==> src/rtl/pc_call_stack_unit_pkg.sv <==
// Shared definitions for the program counter / call stack unit: command
// encoding in priority order and the stack-pointer width helper.
package pc_call_stack_unit_pkg;

  // Command codes, listed highest priority first. Reset sits above all of
  // these and is handled directly by the registers.
  localparam logic [2:0] CMD_LOAD   = 3'd0;
  localparam logic [2:0] CMD_CALL   = 3'd1;
  localparam logic [2:0] CMD_RET    = 3'd2;
  localparam logic [2:0] CMD_BRANCH = 3'd3;
  localparam logic [2:0] CMD_INC    = 3'd4;
  localparam logic [2:0] CMD_NONE   = 3'd7;

  // The stack pointer counts valid entries 0..depth, so it needs depth+1 codes.
  function automatic int sp_width(input int depth);
    return $clog2(depth + 1);
  endfunction

  // The storage array index only has to reach depth-1.
  function automatic int idx_width(input int depth);
    return (depth > 1) ? $clog2(depth) : 1;
  endfunction

  // Picks one command from the raw strobes by fixed priority.
  function automatic logic [2:0] decode_cmd(input logic load,
                                            input logic call,
                                            input logic ret,
                                            input logic branch,
                                            input logic inc);
    logic [2:0] cmd;
    cmd = CMD_NONE;
    if (load)        cmd = CMD_LOAD;
    else if (call)   cmd = CMD_CALL;
    else if (ret)    cmd = CMD_RET;
    else if (branch) cmd = CMD_BRANCH;
    else if (inc)    cmd = CMD_INC;
    return cmd;
  endfunction

endpackage

==> src/rtl/pc_call_stack_unit_ret_addr_stack.sv <==
// Return-address LIFO. Push is ignored when full, pop is ignored when empty;
// top is the most recently pushed entry and is only meaningful when not empty.
module ret_addr_stack
  import pc_call_stack_unit_pkg::*;
#(
  parameter int WIDTH = 12,
  parameter int DEPTH = 4
) (
  input  logic                        clk,
  input  logic                        reset,
  input  logic                        push,
  input  logic                        pop,
  input  logic [WIDTH-1:0]            push_data,
  output logic [WIDTH-1:0]            top,
  output logic [sp_width(DEPTH)-1:0]  sp,
  output logic                        full,
  output logic                        empty
);

  localparam int SPW = sp_width(DEPTH);
  localparam int AW  = idx_width(DEPTH);
  localparam logic [SPW-1:0] SP_MAX = SPW'(DEPTH);

  logic [WIDTH-1:0] mem [DEPTH];
  logic [SPW-1:0]   sp_q;
  logic [SPW-1:0]   sp_m1;
  logic             do_push;
  logic             do_pop;

  assign full    = (sp_q == SP_MAX);
  assign empty   = (sp_q == '0);
  assign do_push = push && !full;
  assign do_pop  = pop && !empty && !do_push;
  assign sp_m1   = sp_q - SPW'(1);
  assign sp      = sp_q;
  assign top     = mem[sp_m1[AW-1:0]];

  // Storage is deliberately left out of reset; only the pointer is cleared.
  always_ff @(posedge clk) begin
    if (!reset && do_push) begin
      mem[sp_q[AW-1:0]] <= push_data;
    end
  end

  always_ff @(posedge clk) begin
    if (reset) begin
      sp_q <= '0;
    end else if (do_push) begin
      sp_q <= sp_q + SPW'(1);
    end else if (do_pop) begin
      sp_q <= sp_m1;
    end
  end

endmodule

==> src/rtl/pc_call_stack_unit.sv <==
// Program counter with load, increment, relative branch and call/return
// through a hardware return-address stack, plus sticky stack error flags.
module pc_call_stack_unit
  import pc_call_stack_unit_pkg::*;
#(
  parameter int                WIDTH     = 12,
  parameter int                DEPTH     = 4,
  parameter logic [WIDTH-1:0]  RESET_VEC = '0
) (
  input  logic                        clk,
  input  logic                        reset_pc,
  input  logic                        load_pc,
  input  logic                        increment_pc,
  input  logic                        branch_pc,
  input  logic                        call_pc,
  input  logic                        ret_pc,
  input  logic                        clr_err,
  input  logic [WIDTH-1:0]            DATA_pc,
  input  logic [WIDTH-1:0]            offset_pc,
  output logic [WIDTH-1:0]            op_of_pc,
  output logic [sp_width(DEPTH)-1:0]  sp,
  output logic                        stk_full,
  output logic                        stk_empty,
  output logic                        ovf_err,
  output logic                        unf_err
);

  // Command strobes are single-cycle and unacknowledged: a strobe high at a
  // rising edge is consumed at that edge, results appear one cycle later,
  // and there is no back-pressure (a refused call/return raises a flag).

  logic [WIDTH-1:0] pc_q;
  logic [WIDTH-1:0] pc_d;
  logic [WIDTH-1:0] pc_plus1;
  logic [WIDTH-1:0] stk_top;
  logic [2:0]       cmd;
  logic             push;
  logic             pop;
  logic             full;
  logic             empty;
  logic             ovf_q;
  logic             unf_q;
  logic             ovf_set;
  logic             unf_set;

  assign cmd      = decode_cmd(load_pc, call_pc, ret_pc, branch_pc, increment_pc);
  assign pc_plus1 = pc_q + WIDTH'(1);

  assign push    = (cmd == CMD_CALL) && !full;
  assign pop     = (cmd == CMD_RET) && !empty;
  assign ovf_set = (cmd == CMD_CALL) && full;
  assign unf_set = (cmd == CMD_RET) && empty;

  always_comb begin
    pc_d = pc_q;
    case (cmd)
      CMD_LOAD:   pc_d = DATA_pc;
      CMD_CALL:   pc_d = full ? pc_q : DATA_pc;
      CMD_RET:    pc_d = empty ? pc_q : stk_top;
      CMD_BRANCH: pc_d = pc_q + offset_pc;
      CMD_INC:    pc_d = pc_plus1;
      default:    pc_d = pc_q;
    endcase
  end

  ret_addr_stack #(
    .WIDTH (WIDTH),
    .DEPTH (DEPTH)
  ) u_ret_addr_stack (
    .clk       (clk),
    .reset     (reset_pc),
    .push      (push),
    .pop       (pop),
    .push_data (pc_plus1),
    .top       (stk_top),
    .sp        (sp),
    .full      (full),
    .empty     (empty)
  );

  always_ff @(posedge clk) begin
    if (reset_pc) begin
      pc_q <= RESET_VEC;
    end else begin
      pc_q <= pc_d;
    end
  end

  // clr_err runs alongside any command; a fresh error in the same cycle wins.
  always_ff @(posedge clk) begin
    if (reset_pc) begin
      ovf_q <= 1'b0;
      unf_q <= 1'b0;
    end else begin
      ovf_q <= (ovf_q && !clr_err) || ovf_set;
      unf_q <= (unf_q && !clr_err) || unf_set;
    end
  end

  assign op_of_pc  = pc_q;
  assign stk_full  = full;
  assign stk_empty = empty;
  assign ovf_err   = ovf_q;
  assign unf_err   = unf_q;

endmodule
==> config.mk <==
export PLATFORM = sky130hd
export DESIGN_NAME = pc_call_stack_unit
export DESIGN_NICKNAME = d
export VERILOG_FILES = /design/src/rtl/pc_call_stack_unit_pkg.sv /design/src/rtl/pc_call_stack_unit_ret_addr_stack.sv /design/src/rtl/pc_call_stack_unit.sv
export SDC_FILE = /design/constraint.sdc
export NUM_CORES = 1
export LEC_CHECK = 0
export ABC_AREA = 1
export CAP_MARGIN = 20
export CELL_PAD_IN_SITES_DETAIL_PLACEMENT = 1
export CELL_PAD_IN_SITES_GLOBAL_PLACEMENT = 1
export CORE_ASPECT_RATIO = 1.75
export CORE_UTILIZATION = 44
export CTS_CLUSTER_DIAMETER = 200
export DETAILED_ROUTE_END_ITERATION = 16
export HOLD_SLACK_MARGIN = 0.1
export PLACE_DENSITY_LB_ADDON = 0.1
export SYNTH_ARGS = -nofsm -noshare
export SYNTH_HDL_FRONTEND = slang
export SYNTH_HIERARCHICAL = 1
export SYNTH_SLANG_ARGS = --single-unit
==> constraint.sdc <==
create_clock -name clk -period 3.6 [get_ports clk]
set_input_delay 0.72 -clock clk [delete_from_list [all_inputs] [get_ports clk]]
set_output_delay 0.72 -clock clk [all_outputs]
set_load 0.005 [all_outputs]
==> flow_summary.yaml, run 1 <==
floorplan:
  die_y_um: 127
  core-area_um2: 8670
  start_util: 0.451
  die_area_um2: 9290
  die_x_um: 73.3
  rows: 45
  ios: 51
cts:
  cts_buffers: 9
  cts_tree: "yes"
  cts_hold_buf: 0
  root_buffer: "clkbuf_16"
  cts_sinks: 65
  cts_buffer_depth: 2
  cts_resized: 0
  cts_setup_buffers: 0
  clk_latency_ns: 0.33
  h-tree-depth: 3
  clk_pin_slew_ns: 0.05
critical_path:
  critPathKind: "flip-flop to output port"
  end_kind: "output port"
  worst-path-max-fanout: 29
  cp.arrival_ns: 2.06
  crit_chain: "inv_2 > ha_1 > ha_1 > clkdlybuf4s50_1"
  cpMaxStageDelayCell: "clkdlybuf4s50_1"
  cp_data_required_time_ns: 2.88
  cpMostUsedCell: "ha_1"
  start_kind: "flip-flop"
  crit_family: "buffers and inverters"
  slowest_delay_ns: 0.53
  worst-path-buf-inv: 2
route:
  drt_iter0_drc: 92
  routed_wirelength_um: 11100
  drc: 0
  vias: 3588
  final_antenna_net_count: 0
  wl_per_cell_um: 16.3
  drt_pass1_iterations: 4
  viasPerCell: 5.25
yosys:
  yosys_register_bits: 65
  ys_seq_area_frac: 0.455
  ys_types: 35
  syn-cell-area_um2: 3910
  yosys_warnings: 6
  synth-edff-count: 48
  syn_nets: 556
  yosys-top-cells-area: "edfxtp_1, nand2_1, dfxtp_1"
  ys.flop_type: "edfxtp_1"
  syn_inst: 505
  synthArstFlopShare: 0
  yosys.area.top_type: "edfxtp_1"
  yosysMostFrequentCell: "nand2_1"
  synth_top_area_frac: 0.368
  synth_area_per_cell_um2: 7.75
  synth_common_cells: "nand2_1, nor2_1, inv_1"
sta:
  finalSetupViolations: 0
  tightestPinTransition_ns: 0.536
  rsz0062_at_grt: "no"
  relSlewSlack: 0.642
  fin_skew_ns: 0.00882
  tns_ns: 0
  holdWs_ns: 0.483
  hold_viol_final: 0
  drv_slew: 0
  finalCritPeriodShare: 0.772
  period_needed_ns: 2.78
  max_freq_mhz: 360
placed_design:
  io_buffer_count: 50
  gp_congestion: 0.880
  place_hpwl_um: 8480
pwr:
  power_frac_comb: 0.201
  ir_drop_uv: 232
  p_int_w: 0.00149
  total_leakage_power_nw: 2.09
  swShare: 0.280
  p_sw_w: 0.000580
  power_frac_seq: 0.421
  power_density_nw_per_um2: 430
  clock_power_share: 0.379
job:
  max_cap_viol_count: 0
status:
  run_status: "finished clean"
cells_and_area:
  final_layout_size_suffix_gt1_frac: 0.0653
  multi_input_area_um2: 1800
  nets: 613
  nFillCells: 1100
  area_delta_synth_final_pct: 23.0
  seqCellArea_um2: 1780
  diodes: 0
grt:
  grt_start_max_net_pins: 30
  antenna_found_initial: 0
  grtUsageTotal: 0.253
  gr-total-overflow: 0
  grt_pass1_vias: 3761
  grt_first_pass_wirelength_um: 17500
hold_path:
  hold_class: "flip-flop to flip-flop"
area by class of cell:
cell class | instances | share of cell area
clock inverter | 3 | 0.00390
tap | 117 | 0.0304
inverter | 68 | 0.0536
sequential | 65 | 0.370
clock buffer | 13 | 0.0520
multi-input combinational | 361 | 0.375
timing repair buffer | 57 | 0.115
through the flow:
stage / instances / utilization / setup slack, ns / area [µm²] / power [W]
final: 684 / 0.555 / 0.821 / 4810 / 0.00207
after global routing: 684 / 0.555 / 0.713 / 4810 / 0.00216
after CTS: 684 / 0.555 / 0.799 / 4810 / 0.00208
after detailed placement: 668 / 0.524 / 0.945 / 4540 / 0.00130
after global placement: 668 / 0.524 / 0.979 / 4540 / 0.00128
after floorplan: 505 / - / 1.09 / 3910 / 0.00114
power by group through the flow:
stage,combinational (W),clock [W],sequential (W)
floorplan,0.000259,0,0.000877
finish,0.000415,0.000784,0.000870
CTS,0.000419,0.000794,0.000871
detailed placement,0.000414,0,0.000886
global route,0.000468,0.000822,0.000874
global placement,0.000398,0,0.000885
worst reg2reg max path, cell delays in order, from the launching register on:
cell	delay, ns
dfxtp_1	0.31
inv_2	0.37
ha_1	0.50
inv_2	0.33
o21ai_0	0.18
o22ai_1	0.23
nand2_1	0.09
nand2_1	0.08
nor2_1	0.05
nand2_1	0.05
nand2_1	0.05
a21oi_1	0.10
cells in the final DEF, fill, tap and decap left out, drive strengths merged, types with 15 or more instances in the layout:
cell type / netlist / final
o21ai: 41 / 41
nand2: 136 / 136
nand3: 34 / 34
a21oi: 15 / 15
dfxtp: 17 / 17
ha: 18 / 18
inv: 68 / 68
clkdlybuf4s50: 0 / 50
nor2: 78 / 78
edfxtp: 48 / 48
final timing paths:
kind | from | end | slack [ns] | cells past startpoint
min reg2reg | ovf_err$_SDFF_PP0_ | ovf_err$_SDFF_PP0_ | 0.48 | 2
max | u_ret_addr_stack/sp[0]$_SDFFE_PP0P_ | stk_empty | 0.82 | 4
min | ovf_err$_SDFF_PP0_ | ovf_err$_SDFF_PP0_ | 0.48 | 2
max reg2reg | u_ret_addr_stack/sp[0]$_SDFFE_PP0P_ | op_of_pc[8]$_SDFFE_PP0P_ | 1.19 | 11
registers in the layout, indices dropped and copies added (netlist names):
name,cells
u_ret_addr_stack/mem,48
u_ret_addr_stack/sp,3
unf_err,1
op_of_pc,12
ovf_err,1
per-layer routing:
metal / wire length, µm / track usage / share of wire
met5: 0 / 0 / 0
met4: 468 / 0.137 / 0.042
met3: 172 / 0.0286 / 0.015
met2: 6280 / 0.487 / 0.56
met1: 4220 / 0.253 / 0.38
cell families (layout without fill, tap and decap cells):
family,Yosys count,count (layout),synth area share
DFF,65,65,0.455
AOI/OAI and AO/OA,74,74,0.102
adders and majority gates,19,19,0.0627
buffers and inverters,79,141,0.0838
xor gates and xnor gates,6,6,0.0134
and+or+nand+nor,262,262,0.283
Note: power is estimated with default switching activity, not from simulation.
==> inputs of run 2 (changes only) <==
--- a/config.mk
+++ b/config.mk
@@ -10,7 +10,7 @@
 export CELL_PAD_IN_SITES_DETAIL_PLACEMENT = 1
 export CELL_PAD_IN_SITES_GLOBAL_PLACEMENT = 1
 export CORE_ASPECT_RATIO = 1.75
-export CORE_UTILIZATION = 44
+export CORE_UTILIZATION = 41
 export CTS_CLUSTER_DIAMETER = 200
 export DETAILED_ROUTE_END_ITERATION = 16
 export HOLD_SLACK_MARGIN = 0.1
==> constraint.sdc (replaced) <==
create_clock -name clk -period 2.7 [get_ports clk]
set_input_delay 0.54 -clock clk [delete_from_list [all_inputs] [get_ports clk]]
set_output_delay 0.54 -clock clk [all_outputs]
set_load 0.005 [all_outputs]
==> run 2 against run 1 <==
  * Critical path depth unchanged
  * Sequential power is 33% higher
  * Clock power rose by 45%
  * First-iteration DRC count decreased by 20%
  * Global-route usage rose by 0.54 points
  * Final area increased by 1.1%
  * Clock-buffer cell count decreased by 4
  * Combinational power is 36% higher
  * Sequential cell count is the same
  * Register-to-register slack got worse by 0.69 ns
  * Utilization fell by 2.3 points
  * Critical path type unchanged
==> flow_summary.yaml, run 2 (synthesized netlist as in run 1, its figures left out) <==
critical_path:
  cpMostUsedCell: "ha_1"
  critPathKind: "flip-flop to output port"
  slowest_delay_ns: 0.48
  start_kind: "flip-flop"
  cp.arrival_ns: 1.80
  cp_data_required_time_ns: 2.16
  end_kind: "output port"
  cpMaxStageDelayCell: "clkdlybuf4s50_1"
  crit_chain: "inv_1 > ha_1 > ha_1 > clkdlybuf4s50_1"
  worst-path-max-fanout: 5
pwr:
  total_leakage_power_nw: 2.12
  swShare: 0.282
  p_int_w: 0.00206
  power_density_nw_per_um2: 589
  power_frac_comb: 0.197
  p_sw_w: 0.000807
  clock_power_share: 0.397
  power_frac_seq: 0.405
  ir_drop_uv: 354
cells_and_area:
  final_layout_size_suffix_gt1_frac: 0.0737
  multi_input_area_um2: 1800
  postLayoutCellArea_um2: 4860
  nFillCells: 1150
  final_common_cell: "nand2_1"
  area_delta_synth_final_pct: 24.3
  largest_reg_flops: 48
  seqCellArea_um2: 1780
  nets: 616
  fin_cells: 690
  layout_common_cells: "nand2_1, nor2_1, inv_1"
  diodes: 0
cts:
  h-tree-depth: 3
  cts_buffers: 9
  cts_hold_buf: 0
  root_buffer: "clkbuf_16"
  cts_resized: 0
  clk_pin_slew_ns: 0.06
  cts_setup_buffers: 0
  cts_tree: "yes"
  cts_sinks: 65
  cts_buffer_depth: 2
  clk_latency_ns: 0.33
placed_design:
  gp_congestion: 0.865
  dp_slack_ns: 0.234
  dp_cells: 674
  io_buffer_count: 50
  dpl_cell_area_um2: 4570
  place_hpwl_um: 8910
route:
  drt_iter0_drc: 74
  viasPerCell: 5.22
  drc: 0
  routed_wirelength_um: 11700
  drt_pass1_iterations: 4
  final_antenna_net_count: 0
  wl_per_cell_um: 17.0
  vias: 3602
sta:
  fin_ws_ns: 0.356
  period_needed_ns: 2.34
  rsz0062_at_grt: "no"
  drv_slew: 0
  finalCritPeriodShare: 0.868
  tightestPinTransition_ns: 0.438
  relSlewSlack: 0.706
  holdWs_ns: 0.487
  tns_ns: 0
  hold_viol_final: 0
  finalSetupViolations: 0
  max_freq_mhz: 427
  fin_skew_ns: 0.00923
grt:
  grt_first_pass_wirelength_um: 18900
  grt_pass1_vias: 3854
  grt_start_max_net_pins: 28
  gr-total-overflow: 0
  grtUsageTotal: 0.259
  antenna_found_initial: 0
floorplan:
  core-area_um2: 9150
  die_area_um2: 9960
  die_y_um: 131
  start_util: 0.428
  rows: 46
  ios: 51
  die_x_um: 75.9
hold_path:
  hold_class: "flip-flop to flip-flop"
job:
  max_cap_viol_count: 0
status:
  run_status: "finished clean"
-- run 2: cell type report --
type / count / share of cell area
clock buffer: 9 / 0.0463
multi-input combinational: 361 / 0.371
tap: 120 / 0.0309
timing repair buffer: 60 / 0.118
inverter: 68 / 0.0530
clock inverter: 7 / 0.0144
sequential: 65 / 0.366
-- run 2: worst paths after layout --
check,startpoint,endpoint,slack [ns],cells after the start
setup / recovery,u_ret_addr_stack/sp[1]$_SDFFE_PP0P_,stk_empty,0.36,4
hold / removal,ovf_err$_SDFF_PP0_,ovf_err$_SDFF_PP0_,0.49,2
setup reg to reg,u_ret_addr_stack/sp[1]$_SDFFE_PP0P_,u_ret_addr_stack/mem[2][6]$_DFFE_PP_,0.50,10
hold reg to reg,ovf_err$_SDFF_PP0_,ovf_err$_SDFF_PP0_,0.49,2
-- run 2: per-stage QoR --
| step | power, W | util |
|---|---|---|
| 3_3_place_gp | 0.00173 | 0.499 |
| 5_1_grt | 0.00300 | 0.532 |
| 2_1_floorplan | 0.00151 | - |
| 6_report | 0.00287 | 0.532 |
| 3_5_place_dp | 0.00175 | 0.499 |
| 4_1_cts | 0.00289 | 0.532 |
-- run 2: power by group through the flow --
stage	sequential (W)	combinational (W)	clock [W]
after global placement	0.00118	0.000544	0
final	0.00116	0.000565	0.00114
after CTS	0.00116	0.000570	0.00116
after floorplan	0.00117	0.000345	0
after global routing	0.00117	0.000638	0.00119
after detailed placement	0.00118	0.000564	0
-- run 2: routing by layer --
metal | vias up | part of all wire | global-route usage
met2 | 58 | 0.57 | 0.477
met5 | - | 0 | 0
met1 | 1729 | 0.37 | 0.263
met4 | 0 | 0.042 | 0.136
li1 | 1785 | - | -
met3 | 30 | 0.018 | 0.0376
-- run 2: critical path: cells and delay by family (launching register included) --
kind                       cells  cell delay, ns
adders and majority gates      2            0.47
DFF                            1            0.42
buffers and inverters          2            0.59
